--- config.mk ---
export PLATFORM = sky130hd
export DESIGN_NAME = click_decoder
export DESIGN_NICKNAME = d
export VERILOG_FILES = /design/src/rtl/click_decoder.sv
export SDC_FILE = /design/constraint.sdc
export NUM_CORES = 1
export LEC_CHECK = 0
export ABC_CLOCK_PERIOD_IN_PS = 2300
export BUFFER_PORTS_ARGS = -buffer_cell sky130_fd_sc_hd__buf_4
export CAP_MARGIN = 20
export CORE_MARGIN = 2
export CORE_UTILIZATION = 50
export CTS_CLUSTER_SIZE = 12
export DETAILED_ROUTE_END_ITERATION = 16
export GPL_TIMING_DRIVEN = 0
export MAX_ROUTING_LAYER = met4
export PLACE_DENSITY = 0.7
export SYNTH_ARGS = -nofsm -noshare
export SYNTH_HDL_FRONTEND = slang
export SYNTH_SLANG_ARGS = --single-unit
export TNS_END_PERCENT = 100
--- constraint.sdc ---
create_clock -name clk -period 2.3 [get_ports clk]
set_input_delay 0.46 -clock clk [delete_from_list [all_inputs] [get_ports clk]]
set_output_delay 0.46 -clock clk [all_outputs]
set_load 0.02 [all_outputs]
--- src/rtl/click_decoder.sv ---
`default_nettype none
// ============================================================================
//  Module   : click_decoder
//  Purpose  : Classifies button presses into single and double clicks.
//             press_in is synchronised, edge-detected, and each rising edge
//             either opens a double-click window, closes it as a double
//             click, or is ignored for classification during the cooldown
//             that follows a double click. Every edge is counted.
//  Ports    : clk          - system clock, rising-edge active
//             rst_a_p      - asynchronous active-high reset
//             press_in     - debounced button pulse, asynchronous to clk
//             single_click - one-cycle pulse, single click classified
//             double_click - one-cycle pulse, double click classified
//             click_count  - running count of press edges (wraps)
//             busy         - high while not IDLE
//  Revision : 1.0 - initial release
// ============================================================================
module click_decoder #(
  parameter int CLK_FREQ    = 50_000_000,
  parameter int WINDOW_MS   = 300,
  parameter int COUNT_WIDTH = 8
) (
  input  logic                   clk,
  input  logic                   rst_a_p,
  input  logic                   press_in,
  output logic                   single_click,
  output logic                   double_click,
  output logic [COUNT_WIDTH-1:0] click_count,
  output logic                   busy
);

  // WINDOW_CYCLES below 2 is not a legal configuration.
  localparam int WINDOW_CYCLES = (CLK_FREQ / 1000) * WINDOW_MS;
  localparam int TIMER_W       = $clog2(WINDOW_CYCLES);
  localparam logic [TIMER_W-1:0] TIMER_LOAD = TIMER_W'(WINDOW_CYCLES - 1);

  typedef enum logic [1:0] {
    ST_IDLE        = 2'd0,
    ST_WAIT_SECOND = 2'd1,
    ST_COOLDOWN    = 2'd2
  } state_t;

  state_t                 state_q, state_d;
  logic [TIMER_W-1:0]     timer_q, timer_d;
  logic                   sync1_q, sync1_d;
  logic                   sync2_q, sync2_d;
  logic                   sync3_q, sync3_d;
  logic                   single_q, single_d;
  logic                   double_q, double_d;
  logic                   busy_q, busy_d;
  logic [COUNT_WIDTH-1:0] count_q, count_d;
  logic                   press_edge;

  // sync1/sync2 form the synchroniser; sync3 only delays for edge detection.
  assign press_edge = sync2_q & ~sync3_q;

  always_comb begin
    sync1_d  = press_in;
    sync2_d  = sync1_q;
    sync3_d  = sync2_q;
    state_d  = state_q;
    timer_d  = timer_q;
    single_d = 1'b0;
    double_d = 1'b0;
    count_d  = count_q;

    // Counting is independent of classification, so cooldown edges count too.
    if (press_edge) begin
      count_d = count_q + COUNT_WIDTH'(1);
    end

    case (state_q)
      ST_IDLE: begin
        if (press_edge) begin
          timer_d = TIMER_LOAD;
          state_d = ST_WAIT_SECOND;
        end
      end
      ST_WAIT_SECOND: begin
        // A press on the final window cycle still counts as a double.
        if (press_edge) begin
          double_d = 1'b1;
          timer_d  = TIMER_LOAD;
          state_d  = ST_COOLDOWN;
        end else if (timer_q == '0) begin
          single_d = 1'b1;
          state_d  = ST_IDLE;
        end else begin
          timer_d = timer_q - TIMER_W'(1);
        end
      end
      ST_COOLDOWN: begin
        if (timer_q == '0) begin
          state_d = ST_IDLE;
        end else begin
          timer_d = timer_q - TIMER_W'(1);
        end
      end
      default: begin
        state_d = ST_IDLE;
        timer_d = '0;
      end
    endcase

    // Decoded from the next state so busy is registered in step with state_q.
    busy_d = (state_d != ST_IDLE);
  end

  always_ff @(posedge clk or posedge rst_a_p) begin
    if (rst_a_p) begin
      state_q  <= ST_IDLE;
      timer_q  <= '0;
      sync1_q  <= 1'b0;
      sync2_q  <= 1'b0;
      sync3_q  <= 1'b0;
      single_q <= 1'b0;
      double_q <= 1'b0;
      busy_q   <= 1'b0;
      count_q  <= '0;
    end else begin
      state_q  <= state_d;
      timer_q  <= timer_d;
      sync1_q  <= sync1_d;
      sync2_q  <= sync2_d;
      sync3_q  <= sync3_d;
      single_q <= single_d;
      double_q <= double_d;
      busy_q   <= busy_d;
      count_q  <= count_d;
    end
  end

  assign single_click = single_q;
  assign double_click = double_q;
  assign click_count  = count_q;
  assign busy         = busy_q;

endmodule
`default_nettype wire

==> results of run 1 <==
## cell families (layout without fill, tap and decap cells)
group                      count (synthesis)  after routing  share of synthesized area [%]
AOI/OAI and AO/OA                         59             59                           19.4
xor gates and xnor gates                   9              9                           3.63
adders and majority gates                  4              4                           2.08
buffers and inverters                     16             56                           4.21
DFF                                       40             40                           46.1
and+or+nand+nor                          102            102                           24.6
## area by class of cell
| type | count | area [µm²] | area share, % |
|---|---|---|---|
| clock buffer | 6 | 72.6 | 2.69 |
| clock inverter | 2 | 35.0 | 1.30 |
| sequential | 40 | 1000 | 37.1 |
| tap | 50 | 62.6 | 2.32 |
| buffer | 8 | 61.3 | 2.27 |
| multi-input combinational | 174 | 1190 | 43.9 |
| timing repair buffer | 33 | 255 | 9.45 |
| inverter | 7 | 26.3 | 0.973 |
## worst max-delay path by stage
stage	startpoint	end	slack [ps]	depth (start not counted)
2_1_floorplan	timer_q[1]$_DFFE_PP0P_	timer_q[23]$_DFFE_PP0P_	-80	8
3_3_place_gp	timer_q[13]$_DFFE_PP0P_	timer_q[1]$_DFFE_PP0P_	-350	7
3_5_place_dp	timer_q[13]$_DFFE_PP0P_	timer_q[1]$_DFFE_PP0P_	-330	7
4_1_cts	timer_q[0]$_DFFE_PP0P_	timer_q[23]$_DFFE_PP0P_	-80	8
5_1_grt	timer_q[0]$_DFFE_PP0P_	timer_q[18]$_DFFE_PP0P_	-280	9
6_report	timer_q[0]$_DFFE_PP0P_	timer_q[23]$_DFFE_PP0P_	-180	8
## power by group
group | switching [mW] | internal, mW
Sequential | 0.194 | 0.875
Combinational | 0.733 | 0.532
Clock | 0.239 | 0.322
## cell usage in the layout (no fill, tap or decap), types with 7 or more instances in the layout
cell type  instances
nor2_1            14
a21oi_1            8
nand3_1           14
xnor2_1            8
dfrtp_1           40
nand2_1           26
buf_4             32
nand4_1            8
a31oi_1            7
clkbuf_8           7
## registers in the layout, indices dropped and copies added, names as in the netlist
name / flops
sync2_q: 1
click_count: 8
state_q: 2
single_click: 1
timer_q: 24
sync3_q: 1
sync1_q: 1
double_click: 1
busy: 1
## worst max-delay path: stages (launching register included)
cell and delay [ps]:
dfrtp_1 400, inv_2 90, ha_4 140, or4b_4 480, or4_4 470, o21ai_4 290
nor2_4 80, a311o_1 270, and3_1 150
## metal layers
layer  global-route usage (%)  wire length (µm)
met1                     34.3              2450
met2                     32.6              2560
met3                     3.75               334
met4                     8.33               157
met5                        -                 0
## stage by stage
step | setup TNS, ps | utilization (%) | hold WS [ps]
floorplan | -194 | - | 331
global placement | -3600 | 57.6 | 342
detailed placement | -3420 | 57.6 | 344
CTS | -341 | 62.5 | 267
global route | -2640 | 66.1 | 264
finish | -1280 | 66.1 | 274
## repair_timing
action,CTS,global route
buffers inserted,10,10
cloned,0,0
setup endpoints to repair,25,24
gates resized for setup,3,19
hold buffers,0,0
pin swaps,7,5
==> flow_summary.ini, run 1 <==
[detailed_routing]
vias = 1994
vias_per_cell = 6.23
wl_per_cell_um = 17.2
drt_iter0_markers = 209
drtPass1Iterations = 5
routed_wirelength_um = 5500
drcViolationCount = 0
ant_nets = 0

[floorplan]
die_y_um = 69.9
dieArea_mm2 = 0.00488
start_util_pct = 53.1
io_pins = 14
rows = 23
core_area_mm2 = 0.00409
die_w_um = 69.9

[worst_setup_path]
r2r-start = timer_q[0]$_DFFE_PP0P_
r2r_setup_slack_ps = -180
required_ps = 2490
worstPathArrival_ps = 2670
r2r-end = timer_q[23]$_DFFE_PP0P_
worstSetupStartpointType = flip-flop
criticalPathCategory = reg -> reg
critical_path.max_fanout = 5
crit_path_end_kind = flip-flop
reg2reg_depth = 8

[sta]
min_period_ps = 2480
tightestPinTransition_ps = 839
rsz0062_at_grt = true
hold_viol = 0
timing.final.crit_share_pct = 108
relSlewSlack_pct = 44.0
fmax_ghz = 0.402
fin_skew_ps = 6.70
slew_violations = 0
finalSetupViolCount = 12
fin_ws_ps = -185

[pwr]
power_density_mw_per_mm2 = 1070
leakagePower_nw = 1.07
power_mw = 2.89
ir_drop_uv = 519

[finish]
layout-drive-gt1-share_pct = 27.0
fillers = 336
final_area_mm2 = 0.00270
syn_to_final_growth_pct = 24.5
finalNetCount = 274
antenna_cells = 0
instances_no_fill = 320

[clock_network]
cts-htree-levels = 2
clk_pin_slew_ps = 80
root_buffer = clkbuf_8
cts.path.max_buffers = 2
cts_made_buffers = 5
clock_insertion_delay_worst_skew_ps = 290
clkSinkCount = 40
cts_tree = built

[synth]
synthTopCellsByArea = dfrtp_1, nand2_1, nand3_1
avgSynthCellArea_um2 = 9.43
synth_fp_nets = 235
synth_edf_count = 0
synth_top_flop_cell = dfrtp_1
synth_top_cell_by_area = dfrtp_1
syn_area_mm2 = 0.00217
synth-async-reset-ratio_pct = 100
synth-seq-area-share_pct = 46.1
synth-warning-count = 0
synth_common_cells = dfrtp_1, nand2_1, nand3_1, nor2_1
netlist_instances = 230
synth_seq_cells = 40
yosysMostFrequentCell = dfrtp_1
ys_types = 56
synth.top_cell.area_share_pct = 46.1

[run_status]
violations = negative setup slack
outcome = finished with violations

[hold_path]
whs_path_depth = 1
min_from = press_in
min_to = sync1_q$_DFF_PP0_
hold_path_class = in -> reg

[global_routing]
gr-usage-all-layers_pct = 23.3
grt_max_degree = 41
antenna_found_initial = 0
grt_overflow = 0
grt_pass1_vias = 1757
grt_pass1_wl_um = 8730

[place]
gp_congestion = 0.887
hpwl_um = 3490
dp_cells = 293
io_buffers = 13
preCtsSetupSlack_ps = -326
dpl_cell_area_mm2 = 0.00235

[job]
cap_violations = 0
Note: power is estimated with default switching activity, not from simulation.
==> run 2, diff against run 1 <==
--- a/config.mk
+++ b/config.mk
@@ -5,16 +5,17 @@
 export SDC_FILE = /design/constraint.sdc
 export NUM_CORES = 1
 export LEC_CHECK = 0
+export ABC_AREA = 1
 export ABC_CLOCK_PERIOD_IN_PS = 2300
 export BUFFER_PORTS_ARGS = -buffer_cell sky130_fd_sc_hd__buf_4
 export CAP_MARGIN = 20
 export CORE_MARGIN = 2
-export CORE_UTILIZATION = 50
+export CORE_UTILIZATION = 55
 export CTS_CLUSTER_SIZE = 12
 export DETAILED_ROUTE_END_ITERATION = 16
 export GPL_TIMING_DRIVEN = 0
 export MAX_ROUTING_LAYER = met4
-export PLACE_DENSITY = 0.7
+export PLACE_DENSITY = 0.76
 export SYNTH_ARGS = -nofsm -noshare
 export SYNTH_HDL_FRONTEND = slang
 export SYNTH_SLANG_ARGS = --single-unit
==> run 2 against run 1 <==
Net effect: the run now ends clean; clock power up 1%; sequential power increased by 11%; non-clock buffer count shrank 24; critical path depth decreased by 1; via count is 9.2% higher; count of clock-buffer cells in the layout unchanged; hold slack worse by 8.9 ps; synthesized area is 9.3% higher; cell area down 2.3%; routed wire length fell by 3.5%; sequential share of layout area grew 0.86 points; setup slack improved by 520 ps; critical endpoint is now timer_q[19]$_DFFE_PP0P_; highest routed layer unchanged.
==> flow_summary.ini, run 2 <==
[place]
dpl_cell_area_mm2 = 0.00253
gp_congestion = 0.931
preCtsSetupSlack_ps = 383
dp_cells = 395
io_buffers = 13
hpwl_um = 3940

[synth]
synth_edf_count = 0
synth_fp_nets = 337
synth-async-reset-ratio_pct = 100
yosysMostFrequentCell = nand2_1
avgSynthCellArea_um2 = 7.14
synth_common_cells = nand2_1, inv_1, nor2_1, dfrtp_1, nand3_1
synth-warning-count = 0
synthXorXnorAreaFrac_pct = 2.96
synth_mux_area_share_pct = 0
syn_area_mm2 = 0.00237
synth.top_cell.area_share_pct = 42.2
synth_top_family_by_area = simple AND/OR/NAND/NOR gates
netlist_instances = 332
synth_seq_cells = 40
synth_compound_area_share_pct = 6.81
synth_top_flop_cell = dfrtp_1
ys_types = 25
synth_simple_gate_area_share_pct = 39.0
synthTopCellsByArea = dfrtp_1, nand2_1, inv_1
synth-adder-area-share_pct = 1.06
synth-seq-area-share_pct = 42.2
synth_top_cell_by_area = dfrtp_1

[pwr]
net-switching-power_mw = 1.51
comb_power_share_pct = 46.1
p_clk_share_pct = 17.5
power_density_mw_per_mm2 = 1230
ir_drop_uv = 821
seq_power_share_pct = 36.4
swShare_pct = 46.5
leakagePower_nw = 1.33
p_int_mw = 1.74
power_mw = 3.26

[finish]
syn_to_final_growth_pct = 11.3
final_area_mm2 = 0.00264
final_cell_mix = nand2_1, nor2_1, inv_1
layout-drive-gt1-share_pct = 11.6
antenna_cells = 0
largest_reg_flops = 24
final_common_cell = nand2_1
largest_register = timer_q
fillers = 363
regArea_mm2 = 0.00100
utilization_pct = 64.6
multi_input_area_mm2 = 0.00118
instances_no_fill = 403
finalNetCount = 357

[detailed_routing]
drt_iter0_markers = 180
routed_wirelength_um = 5310
drtPass1Iterations = 5
drcViolationCount = 0
vias = 2178
vias_per_cell = 5.40
wl_per_cell_um = 13.2
ant_nets = 0

[sta]
fin_ws_ps = 340
relSlewSlack_pct = 45.8
min_period_ps = 1960
rsz0062_at_grt = false
fin_hold_ws_ps = 265
timing.final.crit_share_pct = 85.2
fin_skew_ps = 9.14
finalSetupViolCount = 0
slew_violations = 0
tns_ps = 0
fmax_ghz = 0.510
tightestPinTransition_ps = 811
hold_viol = 0

[clock_network]
clk_pin_slew_ps = 80
clock_insertion_delay_worst_skew_ps = 300
root_buffer = clkbuf_8
holdBufCountCts = 0
clkSinkCount = 40
cts_setup_buffers = 0
cts_made_buffers = 5
cts-htree-levels = 2
cts.path.max_buffers = 2
cts_resized = 0
cts_tree = built

[floorplan]
start_util_pct = 58.0
dieArea_mm2 = 0.00485
rows = 23
die_w_um = 69.7
core_area_mm2 = 0.00409
die_y_um = 69.7
io_pins = 14

[global_routing]
gr-usage-all-layers_pct = 24.3
grt_pass1_wl_um = 9200
antenna_found_initial = 0
grt_overflow = 0
grt_pass1_vias = 1990
grt_max_degree = 41

[worst_setup_path]
critical_path.max_fanout = 10
crit_path_end_kind = flip-flop
required_ps = 2470
crit_family = simple AND/OR/NAND/NOR gates
worst-path-buf-inv = 1
worstSetupStartpointType = flip-flop
critical_path.slowest_cell = dfrtp_1
crit_path_cell_trace = inv_1 > ha_1 > nand2_1 > nor2_2 > nand4_2 > nand4_1 > o21ai_0
max_stage_delay_ps = 380
worstPathArrival_ps = 2130
criticalPathCategory = reg -> reg

[run_status]
outcome = completed

[hold_path]
hold_path_class = in -> reg

[job]
cap_violations = 0
==> run 2: cell types whose count changed in the layout (fill, tap and decap cells not counted), sizes merged, moves of 5 or more <==
cell    delta
a31oi      -8
buf       -20
inv       +37
nand2     +74
nand3     +10
nand4     +10
nor2      +35
o211ai     -6
o21ai      +9
or4        -5
xnor2      -8
xor2       +7
==> run 2: power by group through the flow <==
stage	Clock (mW)	Combinational, mW	Sequential [mW]
floorplan	0	1.06	1.20
global placement	0	1.45	1.18
detailed placement	0	1.49	1.19
CTS	0.576	1.49	1.18
global route	0.611	1.72	1.22
finish	0.569	1.50	1.19
==> run 2: cell families after synthesis <==
group	Yosys count
DFF	40
buffers and inverters	48
adders and majority gates	2
and+or+nand+nor	204
xor gates and xnor gates	8
AOI/OAI and AO/OA	30
==> run 2: area by class of cell <==
class	instances	area share (%)
inverters	44	6.26
clock inverters	2	1.33
clock buffers	6	2.75
flip-flops and latches	40	37.9
plain buffers	4	0.901
multi-input cells	244	44.8
well taps	50	2.37
repair buffers	13	3.70
==> run 2: worst paths after layout <==
path	from	to	slack, ps	cells after the start
hold reg to reg	sync1_q$_DFF_PP0_	sync2_q$_DFF_PP0_	350	0
min in group asynchronous	rst_a_p	timer_q[14]$_DFFE_PP0P_	320	2
setup / recovery	timer_q[0]$_DFFE_PP0P_	timer_q[19]$_DFFE_PP0P_	340	7
max in group asynchronous	rst_a_p	timer_q[23]$_DFFE_PP0P_	1450	2
setup reg to reg	timer_q[0]$_DFFE_PP0P_	timer_q[19]$_DFFE_PP0P_	340	7
hold / removal	press_in	sync1_q$_DFF_PP0_	260	1
==> run 2: worst register-to-register path, stage by stage (launching register included) <==
cell	delay (ps)
dfrtp_1	380
inv_1	140
ha_1	340
nand2_1	130
nor2_2	250
nand4_2	330
nand4_1	170
o21ai_0	100
==> run 2: metal layers <==
layer	up-vias	wire [µm]	track usage [%]
met5	-	0	-
met3	7	300	4.51
met2	72	2380	37.6
met4	0	65	7.05
li1	1100	-	-
met1	999	2560	32.8
